`src/rtl/valu_sched.sv`:
```
`default_nettype none
// ============================================================================
// Module   : valu_sched
// Purpose  : Round-robin scheduler that shares one 64-bit vector ALU
//            (VADD/VSUB/VMUL/VMAC, SEW 8/16/32) between NREQ requesters.
//            One operation is in flight at a time. A watchdog aborts a hung
//            ALU operation and pulses the ALU reset.
// Ports    : clk, rst_n         - clock, synchronous active-low reset
//            req_valid/ready    - per-requester handshake (ready one-hot)
//            req_op/sew/vs1/vs2 - packed per-requester request fields
//            rsp_valid/data/err - one-cycle one-hot response pulse
//            alu_*              - held operands, start pulse, done, result,
//                                 ALU reset
//            busy               - scheduler not idle
// Revision : 1.0 - initial release
// ============================================================================
module valu_sched #(
  parameter int NREQ    = 2,
  parameter int TIMEOUT = 16,
  parameter int TW      = 5
) (
  input  logic                 clk,
  input  logic                 rst_n,
  input  logic [NREQ-1:0]      req_valid,
  output logic [NREQ-1:0]      req_ready,
  input  logic [2*NREQ-1:0]    req_op,
  input  logic [2*NREQ-1:0]    req_sew,
  input  logic [64*NREQ-1:0]   req_vs1,
  input  logic [64*NREQ-1:0]   req_vs2,
  output logic [NREQ-1:0]      rsp_valid,
  output logic [63:0]          rsp_data,
  output logic                 rsp_err,
  output logic [1:0]           alu_op,
  output logic [1:0]           alu_sew,
  output logic [63:0]          alu_vs1,
  output logic [63:0]          alu_vs2,
  output logic                 alu_valid_in,
  input  logic                 alu_valid_out,
  input  logic [63:0]          alu_result,
  output logic                 alu_rst_n,
  output logic                 busy
);

  localparam int IW = (NREQ > 1) ? $clog2(NREQ) : 1;

  typedef enum logic [2:0] {
    S_IDLE  = 3'd0,
    S_ISSUE = 3'd1,
    S_WAIT  = 3'd2,
    S_RESP  = 3'd3,
    S_FLUSH = 3'd4
  } state_t;

  state_t          state;
  logic [IW-1:0]   rr_ptr;
  logic [IW-1:0]   gnt;
  logic [TW-1:0]   tmo_cnt;

  logic            found;
  logic [IW-1:0]   grant;
  logic [IW:0]     cand;

  // Round-robin search starting at rr_ptr; the extra bit of cand lets the
  // wrap be done with a subtract, which also works for non-power-of-2 NREQ.
  always_comb begin
    found = 1'b0;
    grant = '0;
    cand  = '0;
    for (int k = 0; k < NREQ; k++) begin
      cand = {1'b0, rr_ptr} + (IW+1)'(k);
      if (cand >= (IW+1)'(NREQ)) begin
        cand = cand - (IW+1)'(NREQ);
      end
      if (!found && req_valid[cand[IW-1:0]]) begin
        found = 1'b1;
        grant = cand[IW-1:0];
      end
    end
  end

  assign req_ready = (state == S_IDLE && found) ? (NREQ'(1) << grant) : '0;
  assign busy      = (state != S_IDLE);
  assign alu_rst_n = rst_n & (state != S_FLUSH);

  always_ff @(posedge clk) begin
    if (!rst_n) begin
      state        <= S_IDLE;
      rr_ptr       <= '0;
      gnt          <= '0;
      tmo_cnt      <= '0;
      alu_op       <= '0;
      alu_sew      <= '0;
      alu_vs1      <= '0;
      alu_vs2      <= '0;
      alu_valid_in <= 1'b0;
      rsp_valid    <= '0;
      rsp_data     <= '0;
      rsp_err      <= 1'b0;
    end else begin
      // Both pulses are single-cycle by construction.
      alu_valid_in <= 1'b0;
      rsp_valid    <= '0;
      case (state)
        S_IDLE: begin
          if (found) begin
            alu_op  <= req_op[{grant, 1'b0} +: 2];
            alu_sew <= req_sew[{grant, 1'b0} +: 2];
            alu_vs1 <= req_vs1[{grant, 6'b0} +: 64];
            alu_vs2 <= req_vs2[{grant, 6'b0} +: 64];
            gnt     <= grant;
            if (req_sew[{grant, 1'b0} +: 2] == 2'b11) begin
              // Illegal element width: answer immediately, ALU untouched.
              rsp_data  <= '0;
              rsp_err   <= 1'b1;
              rsp_valid <= NREQ'(1) << grant;
              state     <= S_RESP;
            end else begin
              alu_valid_in <= 1'b1;
              state        <= S_ISSUE;
            end
          end
        end
        S_ISSUE: begin
          tmo_cnt <= '0;
          state   <= S_WAIT;
        end
        S_WAIT: begin
          if (alu_valid_out) begin
            rsp_data  <= alu_result;
            rsp_err   <= 1'b0;
            rsp_valid <= NREQ'(1) << gnt;
            state     <= S_RESP;
          end else if (tmo_cnt == TW'(TIMEOUT - 1)) begin
            rsp_data <= '0;
            rsp_err  <= 1'b1;
            state    <= S_FLUSH;
          end else begin
            tmo_cnt <= tmo_cnt + 1'b1;
          end
        end
        S_FLUSH: begin
          // alu_rst_n is low for this one cycle; report the abort next.
          rsp_valid <= NREQ'(1) << gnt;
          state     <= S_RESP;
        end
        S_RESP: begin
          rr_ptr <= (gnt == IW'(NREQ - 1)) ? '0 : gnt + 1'b1;
          state  <= S_IDLE;
        end
        default: begin
          state <= S_IDLE;
        end
      endcase
    end
  end

endmodule
`default_nettype wire
```
`config.mk`:
```
export PLATFORM = sky130hd
export DESIGN_NAME = valu_sched
export DESIGN_NICKNAME = d
export VERILOG_FILES = /design/src/rtl/valu_sched.sv
export SDC_FILE = /design/constraint.sdc
export NUM_CORES = 1
export LEC_CHECK = 0
export CAP_MARGIN = 0
export CORE_AREA = 4 4 208 210
export CTS_CLUSTER_SIZE = 10
export DETAILED_ROUTE_END_ITERATION = 16
export DIE_AREA = 0 0 212 214
export MAX_ROUTING_LAYER = met4
export PLACE_DENSITY = 0.51
export REMOVE_ABC_BUFFERS = 1
export SYNTH_ARGS = -nofsm -noshare
export SYNTH_HDL_FRONTEND = slang
export SYNTH_SLANG_ARGS = --single-unit
```
`constraint.sdc`:
```
create_clock -name clk -period 2.05 [get_ports clk]
set_input_delay 0.205 -clock clk [delete_from_list [all_inputs] [get_ports clk]]
set_output_delay 0.205 -clock clk [all_outputs]
set_load 0.02 [all_outputs]
```
**Word level (Yosys, flattened, before mapping)**

Cells that the tools add are included.
Widths: inputs -> output; s select.

- Add/sub/neg operators: 5
- Magnitude comparators: 4
- Equality and inequality tests: 12
- Shift-type cells: 6
- Muxes and demuxes: 35
- Bitwise operators: 1
- Reductions and logical operators: 12

Operators with widths:

| operator | count |
|---|---|
| $mux 64 | 4 |
| $shiftx 128x8->64 | 2 |
| $pmux 64 s2 | 1 |
| $mux 1 | 16 |
| $pmux 3 s4 | 1 |
| $mux 2 | 5 |
| $mux 5 | 2 |
| $pmux 5 s2 | 1 |
| $mux 3 | 3 |
| $shiftx 4x3->2 | 2 |
| $eq 3x2->1 const B | 2 |
| $ne 2x2->1 const B | 3 |
| $ne 3x3->1 const B | 2 |
| $pmux 2 s3 | 1 |
| $reduce_and 3->1 | 2 |
| $add 5x1->5 const B | 1 |
| $eq 5x4->1 const B | 1 |
| $lt 1x2->1 const B | 2 |
| $reduce_and 2->1 | 2 |
| $reduce_and 4->1 | 1 |
| $reduce_bool 2->1 | 2 |
| $shl 1x1->2 const A | 2 |
| $eq 3x1->1 const B | 1 |
| $eq 3x3->1 const B | 1 |
| other kinds (13) | 15 |

- Register bits: 210
- Input port bits: 333
- Output and inout port bits: 204
- Logic and storage cells: 87

**Logic depth before layout (Yosys ltp)**

Gate-level depths: netlist of the first run.

- Depth in word-level cells: 13
- Gate-level depth with buffers: 8
- Mapped depth without buffers: 7

**Worst setup path after synthesis of the first run**

No wires, ideal clock.

- Path kind: reg2reg
- Start: reg tmo_cnt[0]
- End: reg rsp_data[0]
- Setup time: 117 ps
- Arrival: 1928 ps
- Data required time: 1933 ps
- Setup slack: 6 ps
- Cell stages (with the launch flop): 9
- Path buffers: 1
- Period minus slack after synthesis: 2044 ps
- Cells stage by stage: dfxtp_1 ha_1 and3_1 ha_1 nor2_1 a2111oi_2 a31oi_2 clkbuf_1 a22o_1

- Longest elaborated chain between the ends: 3

RTL lines:

| what | RTL line | RTL |
|---|---|---|
| start: declaration | 57 | `logic [TW-1:0] tmo_cnt;` |
| start signal: assignment | 138 | `tmo_cnt <= tmo_cnt + 1'b1;` |
| $eq 5x4->1 | 133 | `end else if (tmo_cnt == TW'(TIMEOUT - 1)) begin` |
| $ne 3x3->1 (no source line) | -- |  |
| $reduce_and 4->1 (no source line) | -- |  |
| end signal: assignment | 129 | `rsp_data <= alu_result;` |
| end: declaration | 31 | `output logic [63:0] rsp_data,` |

Every way passes these cells.
A chain may end at the register's enable or synchronous reset.

**Final worst setup path of the first run**

- Start: reg tmo_cnt[0]
- End: reg rsp_data[14]

Same word-level chain as after synthesis.

==> impl_metrics.ini, run 1 <==
[status]
status = complete, but fails checks
failed_checks = setup timing

[cts]
hold_buffers = 0
cts_sinks = 210
root_buffer = clkbuf_16
cts_buffers = 26
htreeDepth = 1
insertion_delay_ns = 0.54
cts_tree = built
path_clk_slew_ns = 0.06
clock_path_buffers = 3

[routing]
drt-total-wl_mm = 38.5
drc = 0
antenna_left = 0
drt-initial-drc-count = 892
num_vias = 8435
wire_per_inst_um = 21.2
via_per_inst = 4.64
firstDrtPassIters = 9

[power_and_ir_drop]
vdd_drop_max_mv = 0.485
p_leak_uw = 0.00548
power_density_nw_per_um2 = 872
finalPower_uw = 13000

[floorplanning]
die_x_um = 212
pin_count = 537
design.die.area_um2 = 45400
start_util = 0.179
rows = 75
fp.dieH_um = 214
core_um2 = 41600

[timing]
max_freq_mhz = 478
tightest_slew_ns = 0.700
maxSlewHeadroom = 0.533
finalHoldViolCount = 0
clock_skew_ns = 0.00751
drv_slew = 0
fin_crit_ns = 2.09
fin_crit_sh = 1.02
setup_viol = 37
setup_ws_ns = -0.0421
hold_slack_ns = 0.263
rsz0062_at_grt = yes

[synthesis]
synth_edf_count = 0
synth_xor_area_frac = 0.00235
ys_seq_area_frac = 0.564
yosys_register_bits = 210
yosysWarnings = 0
yosys-top-cells-area = dfxtp_1, a222oi_1, a22o_1
synth-compound-area-share = 0.275
ys_types = 41
synth_top_area_share = 0.564
synthArstFlopShare = 0
synth.largest_area_cell = dfxtp_1
muxShareOfSynthArea = 0.00537
synthSimpleGateAreaFrac = 0.103
synth_top_flop_cell = dfxtp_1
syn-instance-count = 701
avgSynthCellArea_um2 = 10.6
synth_fa_ha_area_frac = 0.00336
synth_top_family_by_area = compound AO/OA/AOI/OAI gates
syn_area_um2 = 7450

[grt]
grt_pass1_vias = 8648
grt.total_usage = 0.155
grt_pass1_wl_mm = 53.5
grt_remaining_overflow = 0
antenna_found_initial = 5
grt_max_degree = 82

[place]
port_buffers = 536
place_area_um2 = 13700
dpl.cell_count = 1748
place.detailed.hpwl_mm = 27.3
gp_congestion = 0.827

[layout]
fillers = 4175
final_common_cell = clkdlybuf4s50_1
drive_gt1_frac = 0.0943
seq_area_um2 = 4210
layout_common_cells = clkdlybuf4s50_1, dfxtp_1, nor2_1
final_cells = 1816
area_growth_pct = 99.5
multi_input_area_um2 = 3000
fin_area_um2 = 14900
fin_nets = 1592

[worst_hold_path]
min_from = alu_result[35]
hold_path_end = rsp_data[35]
hold_depth = 2
hold_class = primary input to flip-flop

[setup_path]
cp_max_fo = 8
worst-path-buf-inv = 3
cpMostUsedCell = ha_4
required_ns = 2.47
r2r_setup_slack_ns = -0.04
cpPeakStageDelay_ns = 0.36
critPathArrivalTime_ns = 2.51
start_kind = flip-flop
critPathKind = flip-flop to flip-flop
r2r_cells = 10
cpLargestDelayFamily = compound AO/OA/AOI/OAI gates
r2r-end = rsp_data[14]
crit_path_top_delay_cell = dfxtp_2
path_cells = ha_4 > and3_4 > ha_4 > nor2_2 > a2111oi_4 > buf_4 > a31oi_4 > buf_12 > clkbuf_16 > a22o_1
timing.rr.start = tmo_cnt[0]
critPathCaptureType = flip-flop

[run]
maxCapViolCount = 0
logic make-up (layout without fill, tap and decap cells):
kind of cell / Yosys count / after routing
buffers and inverters: 80 / 651
flip-flops: 210 / 210
AND/OR/NAND/NOR: 183 / 183
AO/OA/AOI/OAI: 220 / 220
multiplexers: 4 / 4
other: 0 / 5
XOR/XNOR: 2 / 2
adder cells (fa/ha/maj): 2 / 2
flip-flops by register name (all words and copies together), names as in the netlist:
signal / flops
alu_vs1: 64
alu_vs2: 64
rsp_data: 64
tmo_cnt: 5
state: 3
alu_op: 2
alu_sew: 2
rsp_valid: 2
alu_valid_in: 1
gnt: 1
rr_ptr: 1
rsp_err: 1
through the flow:
step	TNS (ns)	utilization	setup WS, ns
6_report	-0.831	0.358	-0.0421
4_1_cts	-1.20	0.351	-0.119
3_3_place_gp	-0.887	0.330	-0.0288
5_1_grt	-7.00	0.358	-0.136
2_1_floorplan	-678.18	-	-3.68
3_5_place_dp	-5.51	0.330	-0.100
cell usage after synthesis, types with 2 or more instances:
master	number
a222oi_1	130
nand3b_1	3
buf_4	9
buf_2	17
a22o_1	64
ha_1	2
xnor2_1	2
clkbuf_1	46
nand2_1	10
o21ai_0	3
mux2i_1	4
nor2_1	148
nor3_2	2
a21oi_1	8
dfxtp_1	210
a211oi_1	4
inv_1	5
nand2b_1	6
nand3_1	3
nor3_1	3
a31oi_1	2
worst max path at each step:
stage	end	slack, ns	depth (start not counted)	start
global placement	tmo_cnt[0]	-0.03	7	tmo_cnt[0]
detailed placement	rsp_data[43]	-0.10	6	req_valid[0]
floorplan	alu_op[0]	-3.68	5	state[2]
CTS	req_ready[1]	-0.12	6	state[0]
finish	rsp_data[14]	-0.04	10	tmo_cnt[0]
global route	rsp_data[36]	-0.14	10	tmo_cnt[0]
per-layer routing:
layer	part of all wire	GRT usage	routed length (µm)
met5	0	-	0
met2	0.50	0.269	19200
met1	0.38	0.171	14600
met3	0.097	0.0472	3730
met4	0.025	0.0469	953
layout make-up:
cell class,count,share of cell area
Timing Repair Buffer,601,0.415
Tap cell,539,0.0453
Clock buffer,43,0.0521
Multi-Input combinational cell,411,0.201
Inverter,7,0.00193
Sequential cell,210,0.283
Antenna cell,5,0.000841
report_power, final:
| group | switching, µW | internal (µW) |
|---|---|---|
| Clock | 1750 | 2540 |
| Combinational | 1880 | 2090 |
| Sequential | 229 | 4490 |
what timing repair did:
| action | 4_1_cts | 5_1_grt |
|---|---|---|
| pin swaps | 2 | 5 |
| resized for setup | 7 | 16 |
| setup buffers | 6 | 6 |
| cloned | 1 | 7 |
| endpoints found under the setup margin | 58 | 71 |
Power figures use the tool's default switching activity.
==> inputs of run 2 (changes only) <==
--- a/config.mk
+++ b/config.mk
@@ -11,7 +11,7 @@
 export DETAILED_ROUTE_END_ITERATION = 16
 export DIE_AREA = 0 0 212 214
 export MAX_ROUTING_LAYER = met4
-export PLACE_DENSITY = 0.51
+export PLACE_DENSITY = 0.49
 export REMOVE_ABC_BUFFERS = 1
 export SYNTH_ARGS = -nofsm -noshare
 export SYNTH_HDL_FRONTEND = slang
==> constraint.sdc (replaced) <==
create_clock -name clk -period 1.98 [get_ports clk]
set_input_delay 0.198 -clock clk [delete_from_list [all_inputs] [get_ports clk]]
set_output_delay 0.198 -clock clk [all_outputs]
set_load 0.02 [all_outputs]
==> impl_metrics.ini, run 2 (synthesized netlist as in run 1, its figures left out) <==
[timing]
setup_viol = 64
fin_crit_ns = 2.13
max_freq_mhz = 471
fin_crit_sh = 1.07
setup_ws_ns = -0.145
tightest_slew_ns = 0.612
rsz0062_at_grt = yes
finalHoldViolCount = 0
clock_skew_ns = 0.0142
maxSlewHeadroom = 0.582
finalSetupTns_ns = -7.55
drv_slew = 0

[cts]
cts_sinks = 210
cts_tree = built
insertion_delay_ns = 0.54
htreeDepth = 1
cts_buffers = 26
clock_path_buffers = 3
hold_buffers = 0
root_buffer = clkbuf_16
path_clk_slew_ns = 0.06

[layout]
drive_gt1_frac = 0.0920
final_cells = 1803
top_regs = alu_vs1 (64), alu_vs2 (64), rsp_data (64)
fin_nets = 1584
layout_common_cells = clkdlybuf4s50_1, dfxtp_1, nor2_1
area_growth_pct = 99.3
final_common_cell = clkdlybuf4s50_1

[power_and_ir_drop]
combPwrFrac = 0.300
p_int_uw = 9480
sw_frac_of_total = 0.298
p_leak_uw = 0.00544
vdd_drop_max_mv = 0.689
p_seq_frac = 0.362
clkPwrFrac = 0.338
switchingPower_uw = 4020
power_density_nw_per_um2 = 908

[routing]
drt-total-wl_mm = 38.8
antenna_left = 0
drt-initial-drc-count = 822
num_vias = 8455
wire_per_inst_um = 21.5
via_per_inst = 4.69
drc = 0
firstDrtPassIters = 6

[floorplanning]
start_util = 0.179
rows = 75
fp.dieH_um = 214
die_x_um = 212
pin_count = 537
design.die.area_um2 = 45400
core_um2 = 41600

[grt]
grt_pass1_wl_mm = 53.1
grt_remaining_overflow = 0
grt_max_degree = 69
grt.total_usage = 0.155
grt_pass1_vias = 8461
antenna_found_initial = 4

[place]
post-place-ws_ns = -0.223
port_buffers = 536
dpl.cell_count = 1744
gp_congestion = 0.820
place.detailed.hpwl_mm = 27.5

[setup_path]
critPathKind = flip-flop to flip-flop
r2r_cells = 9
required_ns = 2.40
r2r-end = rsp_data[2]
start_kind = flip-flop
r2r_setup_slack_ns = -0.15
critPathCaptureType = flip-flop
timing.rr.start = tmo_cnt[0]
critPathArrivalTime_ns = 2.54
cp_max_fo = 6

[run]
maxCapViolCount = 0

[status]
status = complete, but fails checks
failed_checks = setup timing

[worst_hold_path]
hold_path_end = rsp_data[48]
hold_depth = 2
min_from = alu_result[48]
hold_class = primary input to flip-flop
[run 2: routing by layer]
layer / routed length [µm] / part of all wire / up-vias / global-route usage
li1: - / - / 3872 / -
met3: 3890 / 0.10 / 43 / 0.0523
met4: 877 / 0.023 / 0 / 0.0432
met5: 0 / 0 / - / -
met1: 14500 / 0.37 / 4091 / 0.167
met2: 19500 / 0.50 / 449 / 0.270
[run 2: cell type report]
cell class                      count  area [µm²]
Antenna cell                        3        7.51
Clock buffer                       39         761
Clock inverter                      1        30.0
Fill cell                        4243       26700
Inverter                            7        28.8
Multi-Input combinational cell    412        3040
Sequential cell                   210        4210
Tap cell                          539         674
Timing Repair Buffer              592        6100
[run 2: what timing repair did]
action	in CTS	in global routing
resized for setup	27	19
pin swaps	5	9
gates cloned	1	9
buffers inserted	3	4
endpoints found under the setup margin	83	107
[run 2: how the worst max path moves through the flow]
| stage | from | to | slack (ns) |
|---|---|---|---|
| floorplan | state[2] | alu_op[0] | -3.75 |
| global placement | req_valid[0] | req_ready[0] | -0.19 |
| detailed placement | req_valid[0] | req_ready[0] | -0.22 |
| CTS | tmo_cnt[0] | rsp_data[6] | -0.12 |
| global route | tmo_cnt[0] | rsp_data[47] | -0.24 |
| finish | tmo_cnt[0] | rsp_data[2] | -0.15 |
[run 2: power groups by stage]
stage          sequential (µW)  clock (µW)  combinational, µW
4_1_cts                   4890        4730               3900
2_1_floorplan             5430           0               1140
3_5_place_dp              4960           0               3860
3_3_place_gp              4960           0               3860
5_1_grt                   4940        4870               4320
6_report                  4890        4550               4050
[run 2: through the flow]
step | power (µW) | hold WS [ns] | area (µm²) | utilization
floorplan | 6580 | 0.312 | 7120 | -
global placement | 8820 | 0.457 | 13700 | 0.329
detailed placement | 8820 | 0.454 | 13700 | 0.329
CTS | 13500 | 0.218 | 14600 | 0.350
global route | 14100 | 0.237 | 14900 | 0.357
finish | 13500 | 0.255 | 14900 | 0.357
[run 2: critical path, stage by stage (launching register included)]
cell and delay [ns]:
dfxtp_2 0.35, ha_4 0.13, and3_4 0.19, ha_4 0.15
nor2_4 0.04, a2111oi_4 0.28, buf_4 0.20, a31oi_4 0.22
clkbuf_16 0.27, a22o_1 0.17
==> inputs of run 3 (changes only) <==
--- a/config.mk
+++ b/config.mk
@@ -6,12 +6,15 @@
 export NUM_CORES = 1
 export LEC_CHECK = 0
 export CAP_MARGIN = 0
-export CORE_AREA = 4 4 208 210
+export CELL_PAD_IN_SITES_DETAIL_PLACEMENT = 0
+export CELL_PAD_IN_SITES_GLOBAL_PLACEMENT = 1
+export CORE_AREA = 4 4 204 206
 export CTS_CLUSTER_SIZE = 10
 export DETAILED_ROUTE_END_ITERATION = 16
-export DIE_AREA = 0 0 212 214
+export DIE_AREA = 0 0 208 210
+export GPL_ROUTABILITY_DRIVEN = 0
 export MAX_ROUTING_LAYER = met4
-export PLACE_DENSITY = 0.49
+export PLACE_DENSITY = 0.66
 export REMOVE_ABC_BUFFERS = 1
 export SYNTH_ARGS = -nofsm -noshare
 export SYNTH_HDL_FRONTEND = slang
==> impl_metrics.ini, run 3 (synthesized netlist as in run 1, its figures left out) <==
[layout]
multi_input_area_um2 = 3010
final_common_cell = clkdlybuf4s50_1
drive_gt1_frac = 0.0899
fin_nets = 1587
fin_area_um2 = 14800
layout_common_cells = clkdlybuf4s50_1, dfxtp_1, nor2_1
area_growth_pct = 98.0
seq_area_um2 = 4210
top_regs = alu_vs1 (64), alu_vs2 (64), rsp_data (64)
final_core_util = 0.372
fillers = 3985

[status]
status = complete, but fails checks
failed_checks = setup timing

[cts]
cts_buffers = 25
cts_sinks = 210
hold_buffers = 0
path_clk_slew_ns = 0.06
htreeDepth = 1
clock_path_buffers = 3
insertion_delay_ns = 0.53
root_buffer = clkbuf_16
cts_tree = built

[setup_path]
cp_max_fo = 16
critPathCaptureType = flip-flop
crit_path_top_delay_cell = dfxtp_2
critPathKind = flip-flop to flip-flop
path_cells = ha_4 > and3_4 > ha_4 > nor2_2 > a2111oi_4 > buf_4 > a31oi_4 > buf_12 > buf_6 > a22o_1
required_ns = 2.39
start_kind = flip-flop
critPathArrivalTime_ns = 2.47
cpMostUsedCell = ha_4
cpPeakStageDelay_ns = 0.35

[routing]
antenna_left = 0
num_vias = 8431
firstDrtPassIters = 8
drt-initial-drc-count = 926
via_per_inst = 4.72
drt-total-wl_mm = 38.6
drc = 0
wire_per_inst_um = 21.6

[timing]
setup_viol = 64
clock_skew_ns = 0.0161
rsz0062_at_grt = yes
setup_ws_ns = -0.0757
drv_slew = 0
fin_crit_sh = 1.04
fin_crit_ns = 2.06
max_freq_mhz = 486
hold_slack_ns = 0.265
finalSetupTns_ns = -3.69
tightest_slew_ns = 0.498
maxSlewHeadroom = 0.667
finalHoldViolCount = 0

[place]
place_area_um2 = 13700
post-place-ws_ns = -0.202
place.detailed.hpwl_mm = 27.8
port_buffers = 536

[grt]
antenna_found_initial = 4
grt.total_usage = 0.162
grt_max_degree = 70
gr-usage-met3 = 0.0564
grt_remaining_overflow = 0
use_met1 = 0.177
grt_pass1_vias = 8483
met2_usage = 0.276
grt.busiest_layer = met2
grt_pass1_wl_mm = 54.0

[floorplanning]
core_um2 = 39600
pin_count = 537
die_x_um = 208
start_util = 0.188
design.die.area_um2 = 43700
fp.dieH_um = 210
rows = 73

[worst_hold_path]
hold_class = primary input to flip-flop

[power_and_ir_drop]
p_leak_uw = 0.00542
vdd_drop_max_mv = 0.632
power_density_nw_per_um2 = 877

[run]
maxCapViolCount = 0
-- run 3: changes by cell type in the layout (fill, tap and decap cells not counted), sizes merged --
cell,delta
clkbuf,-11
buf,+5
a31oi,-1
diode,+1
bufbuf,+3
clkinv,+1
dlygate4sd2,-1
bufinv,-1
clkdlybuf4s50,+1
-- run 3: worst paths after layout --
check            startpoint           end  slack, ns  cells past startpoint
max              tmo_cnt[0]  rsp_data[56]      -0.08                     10
min          alu_result[62]  rsp_data[62]       0.26                      2
max reg2reg      tmo_cnt[0]  rsp_data[56]      -0.08                     10
min reg2reg    rsp_data[52]  rsp_data[52]       0.48                      1
-- run 3: what timing repair did --
| action | in CTS | in global routing |
|---|---|---|
| pin swaps | 5 | 6 |
| endpoints found under the hold margin | 0 | 0 |
| cloned | 3 | 6 |
| endpoints found under the setup margin | 72 | 71 |
| resized for setup | 18 | 5 |
| setup buffers | 7 | 4 |
-- run 3: report_power, final --
| part | leakage (µW) | switching (µW) | internal (µW) |
|---|---|---|---|
| Sequential | 0.00172 | 239 | 4650 |
| Combinational | 0.00338 | 1930 | 2140 |
| Clock | 0.000325 | 1700 | 2290 |
| Total | 0.00542 | 3870 | 9070 |
-- run 3: routing by layer --
metal	wire length [µm]	vias up
met5	0	-
met4	1160	0
met3	3760	55
met2	19300	464
met1	14400	4028
li1	-	3884
-- run 3: through the flow --
| step | total power, µW | instances |
|---|---|---|
| floorplan | 6580 | 628 |
| global placement | 8800 | 1730 |
| detailed placement | 8820 | 1730 |
| CTS | 13000 | 1772 |
| global route | 13600 | 1786 |
| finish | 12900 | 1786 |
-- run 3: final cells by class --
cell class,count,area share
Inverter,7,0.00195
Timing Repair Buffer,597,0.418
Multi-Input combinational cell,411,0.204
Clock buffer,31,0.0446
Clock inverter,1,0.000339
Sequential cell,210,0.285
Tap cell,525,0.0445
Antenna cell,4,0.000678
-- run 3: worst max-delay path, delay by kind of cell, from the launching register on --
kind,cells,cell delay [ns]
buf+inv,3,0.52
simple gates,2,0.24
fa+ha+maj,2,0.29
flops,1,0.35
compound gates,3,0.54
